File: src/rtl/multicycle_ctrl_pkg.sv
// multicycle_ctrl_pkg
//   Shared encodings for the multi-cycle MIPS sequencer: FSM states,
//   instruction classes, ALU function codes, NPC/RegDst/RegSrc selects
//   and the opcode/funct values the decoder recognises.
//   No ports; imported by multicycle_ctrl and multicycle_ctrl_decode.
package multicycle_ctrl_pkg;

   typedef enum logic [2:0] {
      S_FETCH  = 3'd0,
      S_DECODE = 3'd1,
      S_EXEC   = 3'd2,
      S_MEM    = 3'd3,
      S_WB     = 3'd4,
      S_ERR    = 3'd5
   } state_e;

   typedef enum logic [3:0] {
      CLS_NONE = 4'd0,
      CLS_RALU = 4'd1,
      CLS_IALU = 4'd2,
      CLS_LW   = 4'd3,
      CLS_SW   = 4'd4,
      CLS_BEQ  = 4'd5,
      CLS_BNE  = 4'd6,
      CLS_J    = 4'd7,
      CLS_JAL  = 4'd8,
      CLS_JR   = 4'd9
   } iclass_e;

   localparam logic [3:0] ALU_NOP = 4'd0;
   localparam logic [3:0] ALU_ADD = 4'd1;
   localparam logic [3:0] ALU_SUB = 4'd2;
   localparam logic [3:0] ALU_AND = 4'd3;
   localparam logic [3:0] ALU_OR  = 4'd4;
   localparam logic [3:0] ALU_SLT = 4'd5;
   localparam logic [3:0] ALU_SLL = 4'd6;
   localparam logic [3:0] ALU_SRL = 4'd7;
   localparam logic [3:0] ALU_LUI = 4'd8;

   localparam logic [1:0] NPC_PLUS4  = 2'b00;
   localparam logic [1:0] NPC_BRANCH = 2'b01;
   localparam logic [1:0] NPC_JUMP   = 2'b10;
   localparam logic [1:0] NPC_RS     = 2'b11;

   localparam logic [1:0] RD_RT  = 2'b00;
   localparam logic [1:0] RD_RD  = 2'b01;
   localparam logic [1:0] RD_R31 = 2'b10;

   localparam logic [1:0] RS_ALU = 2'b00;
   localparam logic [1:0] RS_MEM = 2'b01;
   localparam logic [1:0] RS_PC4 = 2'b10;

   localparam logic [5:0] OP_RTYPE = 6'h00;
   localparam logic [5:0] OP_J     = 6'h02;
   localparam logic [5:0] OP_JAL   = 6'h03;
   localparam logic [5:0] OP_BEQ   = 6'h04;
   localparam logic [5:0] OP_BNE   = 6'h05;
   localparam logic [5:0] OP_ADDI  = 6'h08;
   localparam logic [5:0] OP_ADDIU = 6'h09;
   localparam logic [5:0] OP_ORI   = 6'h0D;
   localparam logic [5:0] OP_LUI   = 6'h0F;
   localparam logic [5:0] OP_LW    = 6'h23;
   localparam logic [5:0] OP_SW    = 6'h2B;

   localparam logic [5:0] F_SLL  = 6'h00;
   localparam logic [5:0] F_SRL  = 6'h02;
   localparam logic [5:0] F_JR   = 6'h08;
   localparam logic [5:0] F_ADD  = 6'h20;
   localparam logic [5:0] F_ADDU = 6'h21;
   localparam logic [5:0] F_SUB  = 6'h22;
   localparam logic [5:0] F_SUBU = 6'h23;
   localparam logic [5:0] F_AND  = 6'h24;
   localparam logic [5:0] F_OR   = 6'h25;
   localparam logic [5:0] F_SLT  = 6'h2A;

   // Shifts take the shift amount on ALU port A instead of RD1.
   function automatic logic is_shift(input logic [3:0] op);
      return (op == ALU_SLL) || (op == ALU_SRL);
   endfunction

   // Immediate-operand classes feed imm32 to ALU port B.
   function automatic logic uses_imm(input iclass_e c);
      return (c == CLS_IALU) || (c == CLS_LW) || (c == CLS_SW);
   endfunction

endpackage

File: src/rtl/multicycle_ctrl_decode.sv
// multicycle_ctrl_decode
//   Purely combinational instruction decoder: maps opcode/funct to an
//   instruction class, the ALU function code and an illegal flag.
//   Ports:
//     opcode  in  6  inst[31:26]
//     funct   in  6  inst[5:0]
//     iclass  out    instruction class (CLS_NONE when illegal)
//     alu_op  out 4  ALU function code for the execute step
//     illegal out 1  opcode/funct not recognised
module multicycle_ctrl_decode
   import multicycle_ctrl_pkg::*;
(
   input  logic [5:0] opcode,
   input  logic [5:0] funct,
   output iclass_e    iclass,
   output logic [3:0] alu_op,
   output logic       illegal
);

   // Opcode/funct decode table.
   always_comb begin
      iclass  = CLS_NONE;
      alu_op  = ALU_NOP;
      illegal = 1'b0;
      case (opcode)
         OP_RTYPE: begin
            case (funct)
               F_ADD, F_ADDU: begin iclass = CLS_RALU; alu_op = ALU_ADD; end
               F_SUB, F_SUBU: begin iclass = CLS_RALU; alu_op = ALU_SUB; end
               F_AND:         begin iclass = CLS_RALU; alu_op = ALU_AND; end
               F_OR:          begin iclass = CLS_RALU; alu_op = ALU_OR;  end
               F_SLT:         begin iclass = CLS_RALU; alu_op = ALU_SLT; end
               F_SLL:         begin iclass = CLS_RALU; alu_op = ALU_SLL; end
               F_SRL:         begin iclass = CLS_RALU; alu_op = ALU_SRL; end
               F_JR:          iclass = CLS_JR;
               default:       illegal = 1'b1;
            endcase
         end
         OP_J:              iclass = CLS_J;
         OP_JAL:            iclass = CLS_JAL;
         OP_BEQ:            begin iclass = CLS_BEQ;  alu_op = ALU_SUB; end
         OP_BNE:            begin iclass = CLS_BNE;  alu_op = ALU_SUB; end
         OP_ADDI, OP_ADDIU: begin iclass = CLS_IALU; alu_op = ALU_ADD; end
         OP_ORI:            begin iclass = CLS_IALU; alu_op = ALU_OR;  end
         OP_LUI:            begin iclass = CLS_IALU; alu_op = ALU_LUI; end
         OP_LW:             begin iclass = CLS_LW;   alu_op = ALU_ADD; end
         OP_SW:             begin iclass = CLS_SW;   alu_op = ALU_ADD; end
         default:           illegal = 1'b1;
      endcase
   end

endmodule

File: src/rtl/multicycle_ctrl.sv
// multicycle_ctrl
//   Multi-cycle sequencer for the MIPS datapath. Steps each instruction
//   through FETCH/DECODE/EXEC/MEM/WB so one memory and one ALU are shared
//   across cycles; all datapath selects/enables are decoded from the
//   current state and the instruction register's opcode/funct.
//   Optional build macro: MULTICYCLE_MEM_WAIT_EN -- FETCH and MEM stall
//   until mem_ready=1; without it mem_ready is ignored.
//   Ports:
//     clk, rst (async active-low)
//     opcode, funct            instruction fields from the IR
//     Zero                     ALU zero flag (branch resolution)
//     mem_ready                memory handshake (wait-state build only)
//     PCWr, IRWr, RegWrite, MemWrite   write enables
//     ALUSrcA, ALUSrcB, RegDst, RegSrc, ALUOp, NPCOp   datapath selects
//     retire                   pulse on the cycle PCWr fires
//     illegal                  sticky undecodable-instruction flag
module multicycle_ctrl
   import multicycle_ctrl_pkg::*;
(
   input  logic       clk,
   input  logic       rst,
   input  logic [5:0] opcode,
   input  logic [5:0] funct,
   input  logic       Zero,
   input  logic       mem_ready,
   output logic       PCWr,
   output logic       IRWr,
   output logic       RegWrite,
   output logic       MemWrite,
   output logic       ALUSrcA,
   output logic       ALUSrcB,
   output logic [1:0] RegDst,
   output logic [1:0] RegSrc,
   output logic [3:0] ALUOp,
   output logic [1:0] NPCOp,
   output logic       retire,
   output logic       illegal
);

   state_e     state_q, state_d;
   logic       illegal_q, illegal_d;

   iclass_e    dec_class_s;
   logic [3:0] dec_alu_op_s;
   logic       dec_illegal_s;
   logic       mem_done_s;

   logic       pc_wr_s, ir_wr_s, reg_wr_s, mem_wr_s, src_a_s, src_b_s, retire_s;
   logic [1:0] reg_dst_s, reg_src_s, npc_op_s;
   logic [3:0] alu_op_s;

   multicycle_ctrl_decode u_decode (
      .opcode  (opcode),
      .funct   (funct),
      .iclass  (dec_class_s),
      .alu_op  (dec_alu_op_s),
      .illegal (dec_illegal_s)
   );

`ifdef MULTICYCLE_MEM_WAIT_EN
   assign mem_done_s = mem_ready;
`else
   // Every access completes in one cycle; the handshake is not observed.
   logic mem_ready_unused;
   assign mem_ready_unused = mem_ready;
   assign mem_done_s       = 1'b1;
`endif

   // State and sticky illegal flag registers.
   always_ff @(posedge clk or negedge rst) begin
      if (!rst) begin
         state_q   <= S_FETCH;
         illegal_q <= 1'b0;
      end else begin
         state_q   <= state_d;
         illegal_q <= illegal_d;
      end
   end

   // Next-state and per-state datapath control.
   always_comb begin
      state_d   = state_q;
      illegal_d = illegal_q;
      pc_wr_s   = 1'b0;
      ir_wr_s   = 1'b0;
      reg_wr_s  = 1'b0;
      mem_wr_s  = 1'b0;
      src_a_s   = 1'b0;
      src_b_s   = 1'b0;
      retire_s  = 1'b0;
      reg_dst_s = RD_RT;
      reg_src_s = RS_ALU;
      npc_op_s  = NPC_PLUS4;
      alu_op_s  = ALU_NOP;
      case (state_q)
         S_FETCH: begin
            ir_wr_s = mem_done_s;
            if (mem_done_s) state_d = S_DECODE;
            else            state_d = S_FETCH;
         end
         S_DECODE: begin
            if (dec_illegal_s) begin
               state_d   = S_ERR;
               illegal_d = 1'b1;
            end else begin
               case (dec_class_s)
                  CLS_J: begin
                     pc_wr_s = 1'b1; npc_op_s = NPC_JUMP; retire_s = 1'b1;
                     state_d = S_FETCH;
                  end
                  CLS_JAL: begin
                     pc_wr_s   = 1'b1; npc_op_s  = NPC_JUMP; retire_s = 1'b1;
                     reg_wr_s  = 1'b1; reg_dst_s = RD_R31;   reg_src_s = RS_PC4;
                     state_d   = S_FETCH;
                  end
                  CLS_JR: begin
                     pc_wr_s = 1'b1; npc_op_s = NPC_RS; retire_s = 1'b1;
                     state_d = S_FETCH;
                  end
                  default: state_d = S_EXEC;
               endcase
            end
         end
         S_EXEC: begin
            alu_op_s = dec_alu_op_s;
            src_a_s  = is_shift(dec_alu_op_s);
            src_b_s  = uses_imm(dec_class_s);
            case (dec_class_s)
               CLS_BEQ, CLS_BNE: begin
                  pc_wr_s  = 1'b1;
                  retire_s = 1'b1;
                  // beq takes on Zero, bne on ~Zero.
                  if ((dec_class_s == CLS_BEQ) ? Zero : ~Zero) npc_op_s = NPC_BRANCH;
                  else                                         npc_op_s = NPC_PLUS4;
                  state_d = S_FETCH;
               end
               CLS_LW, CLS_SW:     state_d = S_MEM;
               CLS_RALU, CLS_IALU: state_d = S_WB;
               default: begin
                  state_d   = S_ERR;
                  illegal_d = 1'b1;
               end
            endcase
         end
         S_MEM: begin
            // Keep the address on the ALU output for the whole access.
            alu_op_s = ALU_ADD;
            src_b_s  = 1'b1;
            case (dec_class_s)
               CLS_SW: begin
                  mem_wr_s = 1'b1;
                  if (mem_done_s) begin
                     pc_wr_s  = 1'b1;
                     retire_s = 1'b1;
                     state_d  = S_FETCH;
                  end else begin
                     state_d  = S_MEM;
                  end
               end
               CLS_LW: begin
                  if (mem_done_s) state_d = S_WB;
                  else            state_d = S_MEM;
               end
               default: begin
                  state_d   = S_ERR;
                  illegal_d = 1'b1;
               end
            endcase
         end
         S_WB: begin
            // ALU selects held so the ALU result is still valid at write-back.
            alu_op_s  = dec_alu_op_s;
            src_a_s   = is_shift(dec_alu_op_s);
            src_b_s   = uses_imm(dec_class_s);
            reg_wr_s  = 1'b1;
            pc_wr_s   = 1'b1;
            retire_s  = 1'b1;
            reg_dst_s = (dec_class_s == CLS_RALU) ? RD_RD  : RD_RT;
            reg_src_s = (dec_class_s == CLS_LW)   ? RS_MEM : RS_ALU;
            state_d   = S_FETCH;
         end
         S_ERR: begin
            state_d   = S_ERR;
            illegal_d = 1'b1;
         end
         default: begin
            state_d   = S_ERR;
            illegal_d = 1'b1;
         end
      endcase
   end

   // Gating with rst drops every output the instant reset asserts, so no
   // partial register-file or memory write can commit.
   assign PCWr     = rst & pc_wr_s;
   assign IRWr     = rst & ir_wr_s;
   assign RegWrite = rst & reg_wr_s;
   assign MemWrite = rst & mem_wr_s;
   assign retire   = rst & retire_s;
   assign ALUSrcA  = rst & src_a_s;
   assign ALUSrcB  = rst & src_b_s;
   assign RegDst   = rst ? reg_dst_s : 2'b00;
   assign RegSrc   = rst ? reg_src_s : 2'b00;
   assign ALUOp    = rst ? alu_op_s  : 4'd0;
   assign NPCOp    = rst ? npc_op_s  : 2'b00;
   assign illegal  = rst & illegal_q;

endmodule

File: config.mk
export PLATFORM = sky130hd
export DESIGN_NAME = multicycle_ctrl
export DESIGN_NICKNAME = d
export VERILOG_FILES = /design/src/rtl/multicycle_ctrl_pkg.sv /design/src/rtl/multicycle_ctrl_decode.sv /design/src/rtl/multicycle_ctrl.sv
export SDC_FILE = /design/constraint.sdc
export NUM_CORES = 1
export LEC_CHECK = 0
export BUFFER_PORTS_ARGS = -buffer_cell sky130_fd_sc_hd__buf_2
export CORE_MARGIN = 3
export CORE_UTILIZATION = 25
export CTS_CLUSTER_DIAMETER = 120
export CTS_CLUSTER_SIZE = 25
export DETAILED_ROUTE_END_ITERATION = 12
export PLACE_DENSITY = 0.56
export SLEW_MARGIN = 20
export SYNTH_ARGS = -nofsm -noshare
export SYNTH_HDL_FRONTEND = slang
export SYNTH_SLANG_ARGS = --single-unit
File: constraint.sdc
create_clock -name clk -period 6.62 [get_ports clk]
set_clock_uncertainty 0.1 [all_clocks]
set_input_delay 1.655 -clock clk [delete_from_list [all_inputs] [get_ports clk]]
set_output_delay 1.655 -clock clk [all_outputs]
set_load 0.1 [all_outputs]
==> summary.md <==
| Metric | Value |
|---|---|
| Status | `completed` |
| Worst Max-Slew Pin Slew | `0.707 ns` |
| # H-tree levels | `1` |
| Min-delay src | `illegal_q` |
| Max-slew violation count | `0` |
| Mapped Area | `1180 um^2` |
| Required time of the critical path | `a little under 5 ns` |
| RR Startpoint | `state_q[2]` |
| Normalized max-slew margin | `51.7%` |
| Reg-to-Reg End | `state_q[1]` |
| Max-cap violation count | `0` |
| Avg Inst Size Synth | `7.41 um^2` |
| GPL Wtd Cong | `0.860` |
| Clk sinks | `4` |
| Syn Nets | `176` |
| Worst Setup Slack, final | `1.16 ns` |
| CP arrival | `3.70 ns` |
| CTS resizes | `0` |
| Synth top area share | `8.45%` |
| Total CTS buffers | `3` |
| GRT Total Usage | `12.4%` |
| Hold Fails Final Rpt | `0` |
| Final period util | `82.4%` |
| Worst Path Class, Setup | `in2out` |
| RSZ-0062 raised after global routing | `no` |
| CP Launch Type | `primary input` |
| Fmax | `183 MHz` |
| CTS max path bufs | `2` |
| Initial detailed-routing violation count | `61` |
| Hpwl dp | `2570 um` |
| Total number of vias | `~1.3k` |
| Number of global-route vias before repair | `roughly 1.2k` |
| # diodes | `0` |
| Area contributors post-synth | `dfrtp_1, nor2_1, a21oi_1` |
| Global-route wire length before repair | `approximately 5500 um` |
| Ys async rst share | `100%` |
| Pin count of the biggest net entering global routing | `23` |
| Hold_buf cts | `0` |
| Synth Register Bits | `4` |
| Seq/Total Area, Yosys | `between 8 and 9%` |
| I/O pin count | `34` |
| DRC | `0` |
| NumNets Final | `197` |
| Total grt overflow | `0` |
| Clock latency on the worst-skew pair | `0.22 ns` |
| CTS tree | `built` |
| Layout filler cell count | `a little under 500` |
| Die ar. | `about 5600 um^2` |
| Final setup vio count | `0` |
| Post-synthesis cell type count | `60` |
| Yosys warns | `0` |
| First-pass DRT Iterations | `4` |
| Core area | `between 4000 and 5000 um^2` |
| DR vias/cell | `5.45` |
| Pwr/cell area | `147 nW/um^2` |
| Post-synth top flop | `dfrtp_1` |
| Number of port buffers | `32` |
| Most area-hungry cell type in the Yosys netlist | `dfrtp_1` |
| Routed Antenna Nets | `0` |
| Post-place setup slack | `about 1.2 ns` |
| Worst setup startpoint | `opcode[0]` |
| Fin Setup TNS | `0 ns` |
| Die width | `74.8 um` |
| Layout cells sized above 1 | `34.6%` |
| Die Y | `approximately 75 um` |
| Row Count | `24` |
| Worst hold-check path type | `reg2reg` |
| Minimum clock period | `about 5.5 ns` |
| Final WL | `3350 um` |
| Crit path to | `PCWr` |
| Initial core utilization | `26.5%` |
| Root Driver | `clkbuf_8` |
| # Post-CTS Setup Buffers | `0` |
| Leakage power | `0.000487 uW` |
| Reg2reg setup slack | `between 4 and 5 ns` |
| R2R depth | `5` |
| Routed WL per cell | `14.5 um` |
| Post-synthesis cell count | `160` |
| Post-synth EDFFs | `0` |
| Crit-path max FO | `14` |
| VDD IR max | `approximately 0.07 mV` |
| Initial antenna violation count | `0` |
| Crit end category | `primary output` |
| Worst-path clk slew | `about 0.030 ns` |
| Area Overhead vs Synth | `14.9%` |
==> routing by layer <==
metal	part of all wire, %	track usage (%)	up-vias
li1	-	-	643
met1	50	17.3	577
met2	44	19.0	31
met3	3.4	2.27	8
met4	2.4	4.74	0
met5	0	0	-
==> registers in the layout (all words and copies together) (netlist names) <==
| signal | flops |
|---|---|
| illegal_q | 1 |
| state_q | 3 |
==> worst max-delay path: stages <==
cell,delay [ns]
buf_2,0.19
or4b_1,0.58
o21bai_2,0.20
nand2_2,0.10
or3_1,0.36
a21boi_1,0.17
buf_2,0.45
==> stage by stage <==
| step | hold slack (ns) | cells | util (%) | area [um^2] | power (uW) |
|---|---|---|---|---|---|
| 2_1_floorplan | 0.336 | 160 | - | 1210 | 135 |
| 3_3_place_gp | 0.367 | 228 | 29.5 | 1320 | 148 |
| 3_5_place_dp | 0.371 | 228 | 29.5 | 1320 | 149 |
| 4_1_cts | 0.378 | 231 | 30.4 | 1360 | 202 |
| 5_1_grt | 0.390 | 231 | 30.4 | 1360 | 214 |
| 6_report | 0.372 | 231 | 30.4 | 1360 | 200 |
==> how the worst min path moves through the flow <==
stage	endpoint	cells past startpoint
6_report	illegal_q	2
5_1_grt	illegal_q	2
4_1_cts	illegal_q	2
3_5_place_dp	illegal_q	2
3_3_place_gp	illegal_q	2
2_1_floorplan	illegal_q	2
==> cells in the final DEF (no fill, tap or decap), types with 2 or more instances in the layout <==
cell type	Yosys	routed
nor3b_1	2	2
dfrtp_1	4	4
inv_1	2	2
xnor2_1	5	5
a21oi_1	10	10
a211oi_1	5	5
nor3_2	1	3
or4_1	2	2
nand3_1	3	3
a221oi_1	2	2
nand4b_1	2	2
and2_1	4	4
nor2b_1	6	6
nor2_1	16	16
o21a_1	2	2
o21ai_1	2	2
o31ai_4	2	2
clkbuf_8	2	3
nor4b_1	3	2
nand2_1	11	11
buf_2	5	32
or2b_2	2	2
o21ai_0	6	6
nor3_1	8	6
or2_2	2	2
and2b_2	2	2
o22ai_1	2	2
nor4_1	4	3
o211ai_1	2	2
or3b_2	2	2
and3_1	3	3
or3_1	3	3
==> synthesized netlist by cell type (all sizes together) (2+ instances only) <==
library cell,number
buf,10
clkbuf,6
nor2b,6
nand4b,2
o22ai,2
dfrtp,4
xnor2,5
o211ai,2
nand2,12
nor3b,2
nor3,9
and2b,2
and3,3
nand3,3
nor2,16
or4,2
or2,3
nor4,5
a21boi,2
a2111oi,3
o21ai,8
or3,4
or3b,2
nor4b,3
inv,2
a221oi,2
a21oi,10
o31ai,3
a211oi,6
or2b,2
and2,5
o21a,2
==> kinds of logic (layout without fill, tap and decap cells) <==
group | after synthesis | count (layout) | share of synthesized area (%)
AND/OR/NAND/NOR | 85 | 85 | 43.7
AO/OA/AOI/OAI | 46 | 46 | 32.3
buffers and inverters | 18 | 37 | 10.1
XOR/XNOR | 6 | 6 | 4.44
flip-flops | 4 | 4 | 8.45
multiplexers | 1 | 1 | 0.950
==> power by group <==
| part | internal (uW) | switching (uW) |
|---|---|---|
| Clock | 38.7 | 12.4 |
| Combinational | 36.2 | 70.9 |
| Sequential | 28.4 | 13.7 |
| Total | 103 | 97.0 |
==> cell type report <==
cell class,count,area (um^2),share of cell area [%]
timing repair buffer,32,160,11.8
multi-input combinational,138,987,72.5
tap,52,65.1,4.78
inverter,2,7.51,0.551
sequential,4,100,7.35
clock buffer,3,41.3,3.03
Note: power is estimated with default switching activity, not from simulation.
